[config.mk]
export PLATFORM = sky130hd
export DESIGN_NAME = score_display
export DESIGN_NICKNAME = d
export VERILOG_FILES = /design/src/rtl/score_display_pkg.sv /design/src/rtl/bin2bcd_seq.sv /design/src/rtl/score_display.sv
export SDC_FILE = /design/constraint.sdc
export NUM_CORES = 1
export LEC_CHECK = 0
export BUFFER_PORTS_ARGS = -buffer_cell sky130_fd_sc_hd__buf_2
export CAP_MARGIN = 25
export CORE_MARGIN = 2
export CORE_UTILIZATION = 60
export DETAILED_ROUTE_END_ITERATION = 12
export HOLD_SLACK_MARGIN = 0.1
export PLACE_DENSITY = 0.9
export SLEW_MARGIN = 0
export SYNTH_ARGS = -nofsm -noshare
export SYNTH_HDL_FRONTEND = slang
export SYNTH_SLANG_ARGS = --single-unit
export TNS_END_PERCENT = 1
[constraint.sdc]
create_clock -name clk3 -period 2.6 [get_ports clk3]
set_clock_uncertainty 0.15 [all_clocks]
set_input_delay 0.26 -clock clk3 [delete_from_list [all_inputs] [get_ports clk3]]
set_output_delay 0.26 -clock clk3 [all_outputs]
set_load 0.005 [all_outputs]
[src/rtl/score_display_pkg.sv]
// Shared score-display definitions: score width, segment patterns, converter FSM states.
`ifndef SCORE_DISPLAY_PKG_SV
`define SCORE_DISPLAY_PKG_SV

`define SCORELEN 14

package score_display_pkg;

  localparam int unsigned ScoreLen = `SCORELEN;

  // Active-low segment patterns, bit order g..a.
  localparam logic [6:0] SegBlank = 7'h7F;
  localparam logic [6:0] Seg0     = 7'h40;
  localparam logic [6:0] Seg1     = 7'h79;
  localparam logic [6:0] Seg2     = 7'h24;
  localparam logic [6:0] Seg3     = 7'h30;
  localparam logic [6:0] Seg4     = 7'h19;
  localparam logic [6:0] Seg5     = 7'h12;
  localparam logic [6:0] Seg6     = 7'h02;
  localparam logic [6:0] Seg7     = 7'h78;
  localparam logic [6:0] Seg8     = 7'h00;
  localparam logic [6:0] Seg9     = 7'h10;

  typedef enum logic [1:0] {
    IDLE  = 2'd0,
    SHIFT = 2'd1,
    DONE  = 2'd2
  } bcd_state_e;

  function automatic logic [6:0] seg_decode(input logic [3:0] d);
    logic [6:0] s;
    s = SegBlank;
    case (d)
      4'd0:    s = Seg0;
      4'd1:    s = Seg1;
      4'd2:    s = Seg2;
      4'd3:    s = Seg3;
      4'd4:    s = Seg4;
      4'd5:    s = Seg5;
      4'd6:    s = Seg6;
      4'd7:    s = Seg7;
      4'd8:    s = Seg8;
      4'd9:    s = Seg9;
      default: s = SegBlank;
    endcase
    return s;
  endfunction

  // Add 3 to every BCD nibble that is 5 or more, ahead of the next left shift.
  function automatic logic [15:0] dabble(input logic [15:0] b);
    logic [15:0] r;
    r = b;
    for (int i = 0; i < 4; i++) begin
      if (r[i*4 +: 4] >= 4'd5) r[i*4 +: 4] = r[i*4 +: 4] + 4'd3;
    end
    return r;
  endfunction

endpackage

`endif

[src/rtl/bin2bcd_seq.sv]
// Sequential double-dabble converter: one add-3/shift step per cycle, saturating at 9999.
module bin2bcd_seq
  import score_display_pkg::*;
#(
  parameter int unsigned Width = ScoreLen
) (
  input  logic             i_clk,
  input  logic             i_rst_n,
  input  logic             i_start,
  input  logic [Width-1:0] i_bin,
  output logic             o_busy,
  output logic             o_done,
  output logic [15:0]      o_bcd
);

  localparam int unsigned CntW = $clog2(Width + 1);

  bcd_state_e       r_state;
  logic [Width-1:0] r_shadow;
  logic [15:0]      r_acc;
  logic             r_sat;
  logic [CntW-1:0]  r_step;
  logic [15:0]      w_adj;

  assign w_adj = dabble(r_acc);

  always_ff @(posedge i_clk or negedge i_rst_n) begin
    if (!i_rst_n) begin
      r_state  <= IDLE;
      r_shadow <= '0;
      r_acc    <= '0;
      r_sat    <= 1'b0;
      r_step   <= '0;
    end else begin
      unique case (r_state)
        IDLE: begin
          if (i_start) begin
            r_shadow <= i_bin;
            r_sat    <= (32'(i_bin) >= 32'd10000);
            r_acc    <= '0;
            r_step   <= '0;
            r_state  <= SHIFT;
          end
        end
        SHIFT: begin
          r_acc    <= {w_adj[14:0], r_shadow[Width-1]};
          r_shadow <= r_shadow << 1;
          r_step   <= r_step + CntW'(1);
          if (r_step == CntW'(Width - 1)) r_state <= DONE;
        end
        DONE:    r_state <= IDLE;
        default: r_state <= IDLE;
      endcase
    end
  end

  assign o_busy = (r_state != IDLE);
  assign o_done = (r_state == DONE);
  assign o_bcd  = r_sat ? 16'h9999 : r_acc;

endmodule

[src/rtl/score_display.sv]
// Four-digit multiplexed score display with leading-zero blanking and a high-score latch.
module score_display
  import score_display_pkg::*;
#(
  parameter int unsigned SCANPERIOD = 1000
) (
  input  logic                 clk3,
  input  logic                 reset,
  input  logic [`SCORELEN-1:0] score,
  input  logic                 gameover,
  output logic [6:0]           seg,
  output logic [3:0]           an,
  output logic [`SCORELEN-1:0] hiscore
);

  localparam int unsigned ScanW = (SCANPERIOD > 1) ? $clog2(SCANPERIOD) : 1;

  logic [`SCORELEN-1:0] r_lastval;
  logic [`SCORELEN-1:0] r_hiscore;
  logic [15:0]          r_digits;
  logic [ScanW-1:0]     r_scan_cnt;
  logic [1:0]           r_digit_idx;
  logic                 r_active;
  logic                 r_gameover_q;

  logic        w_start;
  logic        w_busy;
  logic        w_done;
  logic [15:0] w_bcd;
  logic [3:0]  w_digit;
  logic        w_blank;

  assign w_start = !w_busy && (score != r_lastval);

  bin2bcd_seq #(
    .Width(`SCORELEN)
  ) u_bin2bcd (
    .i_clk  (clk3),
    .i_rst_n(reset),
    .i_start(w_start),
    .i_bin  (score),
    .o_busy (w_busy),
    .o_done (w_done),
    .o_bcd  (w_bcd)
  );

  always_ff @(posedge clk3 or negedge reset) begin
    if (!reset) begin
      r_lastval    <= '0;
      r_hiscore    <= '0;
      r_digits     <= '0;
      r_scan_cnt   <= '0;
      r_digit_idx  <= '0;
      r_active     <= 1'b0;
      r_gameover_q <= 1'b0;
    end else begin
      r_gameover_q <= gameover;
      if (w_start) r_lastval <= score;
      if (w_done) r_digits <= w_bcd;
      if (gameover && !r_gameover_q && (score > r_hiscore)) r_hiscore <= score;
      // The first cycle after reset only enables the display, so digit 0 gets a full period.
      if (!r_active) begin
        r_active <= 1'b1;
      end else if (r_scan_cnt == ScanW'(SCANPERIOD - 1)) begin
        r_scan_cnt  <= '0;
        r_digit_idx <= r_digit_idx + 2'd1;
      end else begin
        r_scan_cnt <= r_scan_cnt + ScanW'(1);
      end
    end
  end

  always_comb begin
    w_digit = r_digits[3:0];
    w_blank = 1'b0;
    unique case (r_digit_idx)
      2'd0: begin
        w_digit = r_digits[3:0];
        w_blank = 1'b0;
      end
      2'd1: begin
        w_digit = r_digits[7:4];
        w_blank = (r_digits[15:4] == 12'd0);
      end
      2'd2: begin
        w_digit = r_digits[11:8];
        w_blank = (r_digits[15:8] == 8'd0);
      end
      2'd3: begin
        w_digit = r_digits[15:12];
        w_blank = (r_digits[15:12] == 4'd0);
      end
      default: begin
        w_digit = r_digits[3:0];
        w_blank = 1'b0;
      end
    endcase
    seg = SegBlank;
    an  = 4'hF;
    if (r_active) begin
      seg = w_blank ? SegBlank : seg_decode(w_digit);
      an  = ~(4'b0001 << r_digit_idx);
    end
  end

  assign hiscore = r_hiscore;

endmodule

==> qor.json <==
{
  "worst_setup_path": {
    "cpPeakStageDelay_ns": 0.48,
    "critPathTopFamily": "adder cells",
    "critical_path_class": "flop to primary output",
    "arrival_ns": 2.33,
    "critical_path.n_buffers_inverters": 1,
    "timing.critical_path.cells": "ha_4 > a222oi_1 > mux2i_2 > ha_1 > nor2b_4 > o21ai_1 > buf_2",
    "type_of_origin_of_the_critical_path": "flop",
    "cp_max_fo": 6,
    "required_ns": 2.19,
    "setup_crit_end_kind": "primary output",
    "timing.reg2reg.setup_slack_ns": 0.25,
    "critPathSlowestCell": "sky130_fd_sc_hd__dfrtp_2"
  },
  "die": {
    "floorplan.rows": 33,
    "die_height_um": 95.62,
    "placeable_area_sq_mm": 0.008175,
    "pin_count": 42,
    "initial_core_util_pct": 61.60,
    "fp.dieArea_sq_mm": 0.009142,
    "die_x_um": 95.62
  },
  "sta": {
    "max_slew_margin_pct": 40.09,
    "final.period_utilization_pct": 105.5,
    "timing.fmax_mhz": 364.7,
    "timing.final.max_slew_violations": 0,
    "timing.final.crit_period_ns": 2.742,
    "final-setup-viol-count": 7,
    "grt_setup_unrepaired": "yes",
    "worst_slew_pin_slew_ns": 0.8965,
    "timing.final.ws_setup_ns": -0.1418,
    "timing.final.hold_violations": 0
  },
  "placed_design": {
    "count_of_buffers_inserted_at_the_top_level_ports": 41,
    "place.gp.congestion": 0.8389,
    "post-dp-hpwl_um": 7277,
    "detailed_place.area_sq_mm": 0.005369,
    "place_ws_ns": 0.02823
  },
  "synth": {
    "netlist_area_sq_mm": 0.005036,
    "synth_top_family_by_area": "simple AND/OR/NAND/NOR gates",
    "yosys-top-cells-area": "sky130_fd_sc_hd__dfrtp_1 47%, sky130_fd_sc_hd__ha_1 8.2%, sky130_fd_sc_hd__mux2_2 7.2%, sky130_fd_sc_hd__xnor2_1 4.3%, sky130_fd_sc_hd__nand2_1 3.7%",
    "avgSynthCellArea_sq_um": 10.41,
    "ys_seq_area_share_pct": 47.20,
    "post_synth_inst_count": 484,
    "synthesis.nets": 534,
    "ys_seq_elements": 95,
    "synth_adder_area_share_pct": 8.199,
    "post_synth_most_frequent_cells": "95 x sky130_fd_sc_hd__dfrtp_1, 49 x sky130_fd_sc_hd__nand2_1, 34 x sky130_fd_sc_hd__inv_1",
    "yosys_warnings": 0,
    "post-synth-top-area-fraction_pct": 47.20,
    "yosys.area_share.simple_pct": 13.32,
    "yosysTopAreaCell": "sky130_fd_sc_hd__dfrtp_1",
    "most_used_flip_flop_cell_after_synthesis": "sky130_fd_sc_hd__dfrtp_1",
    "synth_edf_count": 0,
    "synth_xor_area_share_pct": 5.565,
    "synth_compound_gate_area_share_pct": 13.04,
    "synth.most_common_cell": "sky130_fd_sc_hd__dfrtp_1",
    "synthDistinctLibCells": 45,
    "synth-async-reset-ratio_pct": 100.0,
    "synthMuxAreaShare_pct": 8.149
  },
  "drt": {
    "drt_pass1_iterations": 4,
    "drt.antenna.violating_nets": 0,
    "wirelength_um": 11350,
    "detail_route.wl_per_cell_um": 17.44,
    "via_per_inst": 5.974,
    "drt_drc_violations_left": 0,
    "met1_length_um": 4721,
    "total_via_count_after_detailed_routing": 3889,
    "detailroute.wirelength.met2_um": 5998,
    "uppermost_signal_routing_layer_after_detailed_routing": "met4",
    "route.met3.wl_um": 378,
    "drt_iter0_markers": 237
  },
  "global_routing": {
    "first_global_vias": 4019,
    "grt_first_pass_wirelength_um": 19080,
    "grt-ovfl-total": 0,
    "global_route.usage.total_pct": 27.33,
    "grt_start_max_net_pins": 96,
    "antenna_found_initial": 0
  },
  "clock_network": {
    "cts_buffer_depth": 2,
    "root_buffer": "sky130_fd_sc_hd__clkbuf_8",
    "clock_buffers_created_by_tritoncts": 9,
    "clock_transition_time_at_the_flip_flop_clock_pins_of_the_worst_setup_and_hold_paths_ns": 0.11,
    "tritoncts": "done",
    "htree_num_levels": 3,
    "numClockSinks": 95,
    "clkLatencyLatePin_ns": 0.38
  },
  "run_status": {
    "outcome": "finished with violations",
    "violations": "setup timing"
  },
  "worst_hold_path": {
    "path_class_of_the_lowest_slack_min_delay_path": "input port to flop"
  },
  "pwr": {
    "power_leakage_nw": 2.638,
    "pwr_density_cell_mw_per_mm2": 1104,
    "peakVddDrop_mv": 0.6579
  },
  "layout": {
    "area_growth_pct": 15.88,
    "design.final.nets": 591,
    "num_antenna_cells": 0,
    "layout_cell_share_with_drive_strength_beyond_1_pct": 21.79,
    "final_area_sq_mm": 0.005836,
    "number_of_inserted_filler_cells_in_the_final_layout": 515
  },
  "job": {
    "drv.max_cap_violation_count": 0
  }
}
## area by class of cell
| cell class | instances | area (sq um) | share of cell area (%) |
|---|---|---|---|
| clock buffer | 9 | 123.9 | 2.123 |
| clock inverter | 7 | 65.06 | 1.115 |
| inverter | 34 | 132.6 | 2.273 |
| multi-input combinational | 335 | 2537 | 43.48 |
| sequential | 95 | 2380 | 40.78 |
| tap | 105 | 131.4 | 2.251 |
| timing repair buffer | 66 | 465.4 | 7.976 |
## cells in the final DEF, fill, tap and decap left out, types with 3 or more instances in the layout
master,instances
sky130_fd_sc_hd__a21o_1,4
sky130_fd_sc_hd__a21oi_1,17
sky130_fd_sc_hd__a221o_1,13
sky130_fd_sc_hd__a222oi_1,4
sky130_fd_sc_hd__a22o_1,3
sky130_fd_sc_hd__a31oi_1,4
sky130_fd_sc_hd__and2_1,14
sky130_fd_sc_hd__buf_2,40
sky130_fd_sc_hd__buf_4,8
sky130_fd_sc_hd__clkbuf_8,9
sky130_fd_sc_hd__dfrtp_1,93
sky130_fd_sc_hd__dlygate4sd3_1,15
sky130_fd_sc_hd__ha_1,28
sky130_fd_sc_hd__ha_4,4
sky130_fd_sc_hd__inv_1,32
sky130_fd_sc_hd__mux2_2,31
sky130_fd_sc_hd__mux2i_1,3
sky130_fd_sc_hd__nand2_1,49
sky130_fd_sc_hd__nand2b_1,10
sky130_fd_sc_hd__nand3_1,7
sky130_fd_sc_hd__nand4_1,9
sky130_fd_sc_hd__nor2_1,27
sky130_fd_sc_hd__nor3_1,4
sky130_fd_sc_hd__nor4_1,3
sky130_fd_sc_hd__nor4b_1,4
sky130_fd_sc_hd__o21ai_0,19
sky130_fd_sc_hd__o21ai_1,3
sky130_fd_sc_hd__o22ai_1,10
sky130_fd_sc_hd__o31ai_1,6
sky130_fd_sc_hd__o32ai_1,3
sky130_fd_sc_hd__xnor2_1,25
sky130_fd_sc_hd__xor2_1,7
## through the flow
stage | power [mW] | TNS, ns | utilization (%) | instances | hold slack [ns]
6_report | 6.443 | -0.7881 | 71.38 | 651 | 0.1745
5_1_grt | 6.925 | -1.986 | 71.38 | 651 | 0.1583
4_1_cts | 6.338 | -0.8058 | 71.00 | 650 | 0.1462
3_5_place_dp | 5.285 | 0 | 65.67 | 618 | 0.1973
3_3_place_gp | 5.047 | 0 | 65.67 | 618 | 0.1905
2_1_floorplan | 4.478 | 0 | - | 484 | -0.1856
## where the power goes
group / switching, mW / leakage, nW / internal (mW)
sequential: 0.581 / 1.17 / 2.11
clock: 0.564 / 0.0905 / 0.365
combinational: 1.42 / 1.37 / 1.41
## repair_timing
item	CTS	global route
setup endpoints to repair	7	21
endpoints found under the hold margin	134	0
pin swaps	9	4
gates resized for setup	26	3
hold buffers	15	0
buffers inserted	1	0
## final timing paths
kind,startpoint,end,depth (start not counted)
max in group asynchronous,reset,r_digit_idx[1]$_DFFE_PN0P_,3
hold reg to reg,r_digits[1]$_DFFE_PN0N_,r_digits[1]$_DFFE_PN0N_,2
setup reg to reg,hiscore[11]$_DFFE_PN0P_,hiscore[3]$_DFFE_PN0P_,7
hold / removal,score[10],hiscore[10]$_DFFE_PN0P_,3
setup / recovery,r_digit_idx[0]$_DFFE_PN0P_,seg[1],7
min in group asynchronous,reset,r_gameover_q$_DFF_PN0_,3
## registers in the layout (all words and copies together) (netlist names)
| register | cells |
|---|---|
| r_lastval | 14 |
| r_gameover_q | 1 |
| u_bin2bcd.r_step | 4 |
| u_bin2bcd.r_acc | 16 |
| hiscore | 14 |
| r_active | 1 |
| r_digits | 16 |
| u_bin2bcd.r_sat | 1 |
| r_digit_idx | 2 |
| u_bin2bcd.r_state | 2 |
| u_bin2bcd.r_shadow | 14 |
| r_scan_cnt | 10 |
## worst min-delay path: stages
cell and delay [ns]:
sky130_fd_sc_hd__buf_2 0.11, sky130_fd_sc_hd__buf_4 0.16, sky130_fd_sc_hd__mux2_2 0.15
## kinds of logic (layout without fill, tap and decap cells)
logic type | after synthesis | count (layout)
DFF | 95 | 95
other | 1 | 1
and+or+nand+nor | 137 | 137
buffers and inverters | 54 | 116
muxes | 37 | 37
AOI/OAI and AO/OA | 95 | 95
adders and majority gates | 33 | 33
xor gates and xnor gates | 32 | 32
## layer usage
metal / track usage (%) / up-vias
met1: 33.23 / 1973
met2: 46.97 / 83
li1: - / 1808
met4: 12.38 / 0
met5: 0 / -
met3: 5.375 / 25
Power figures use the tool's default switching activity.
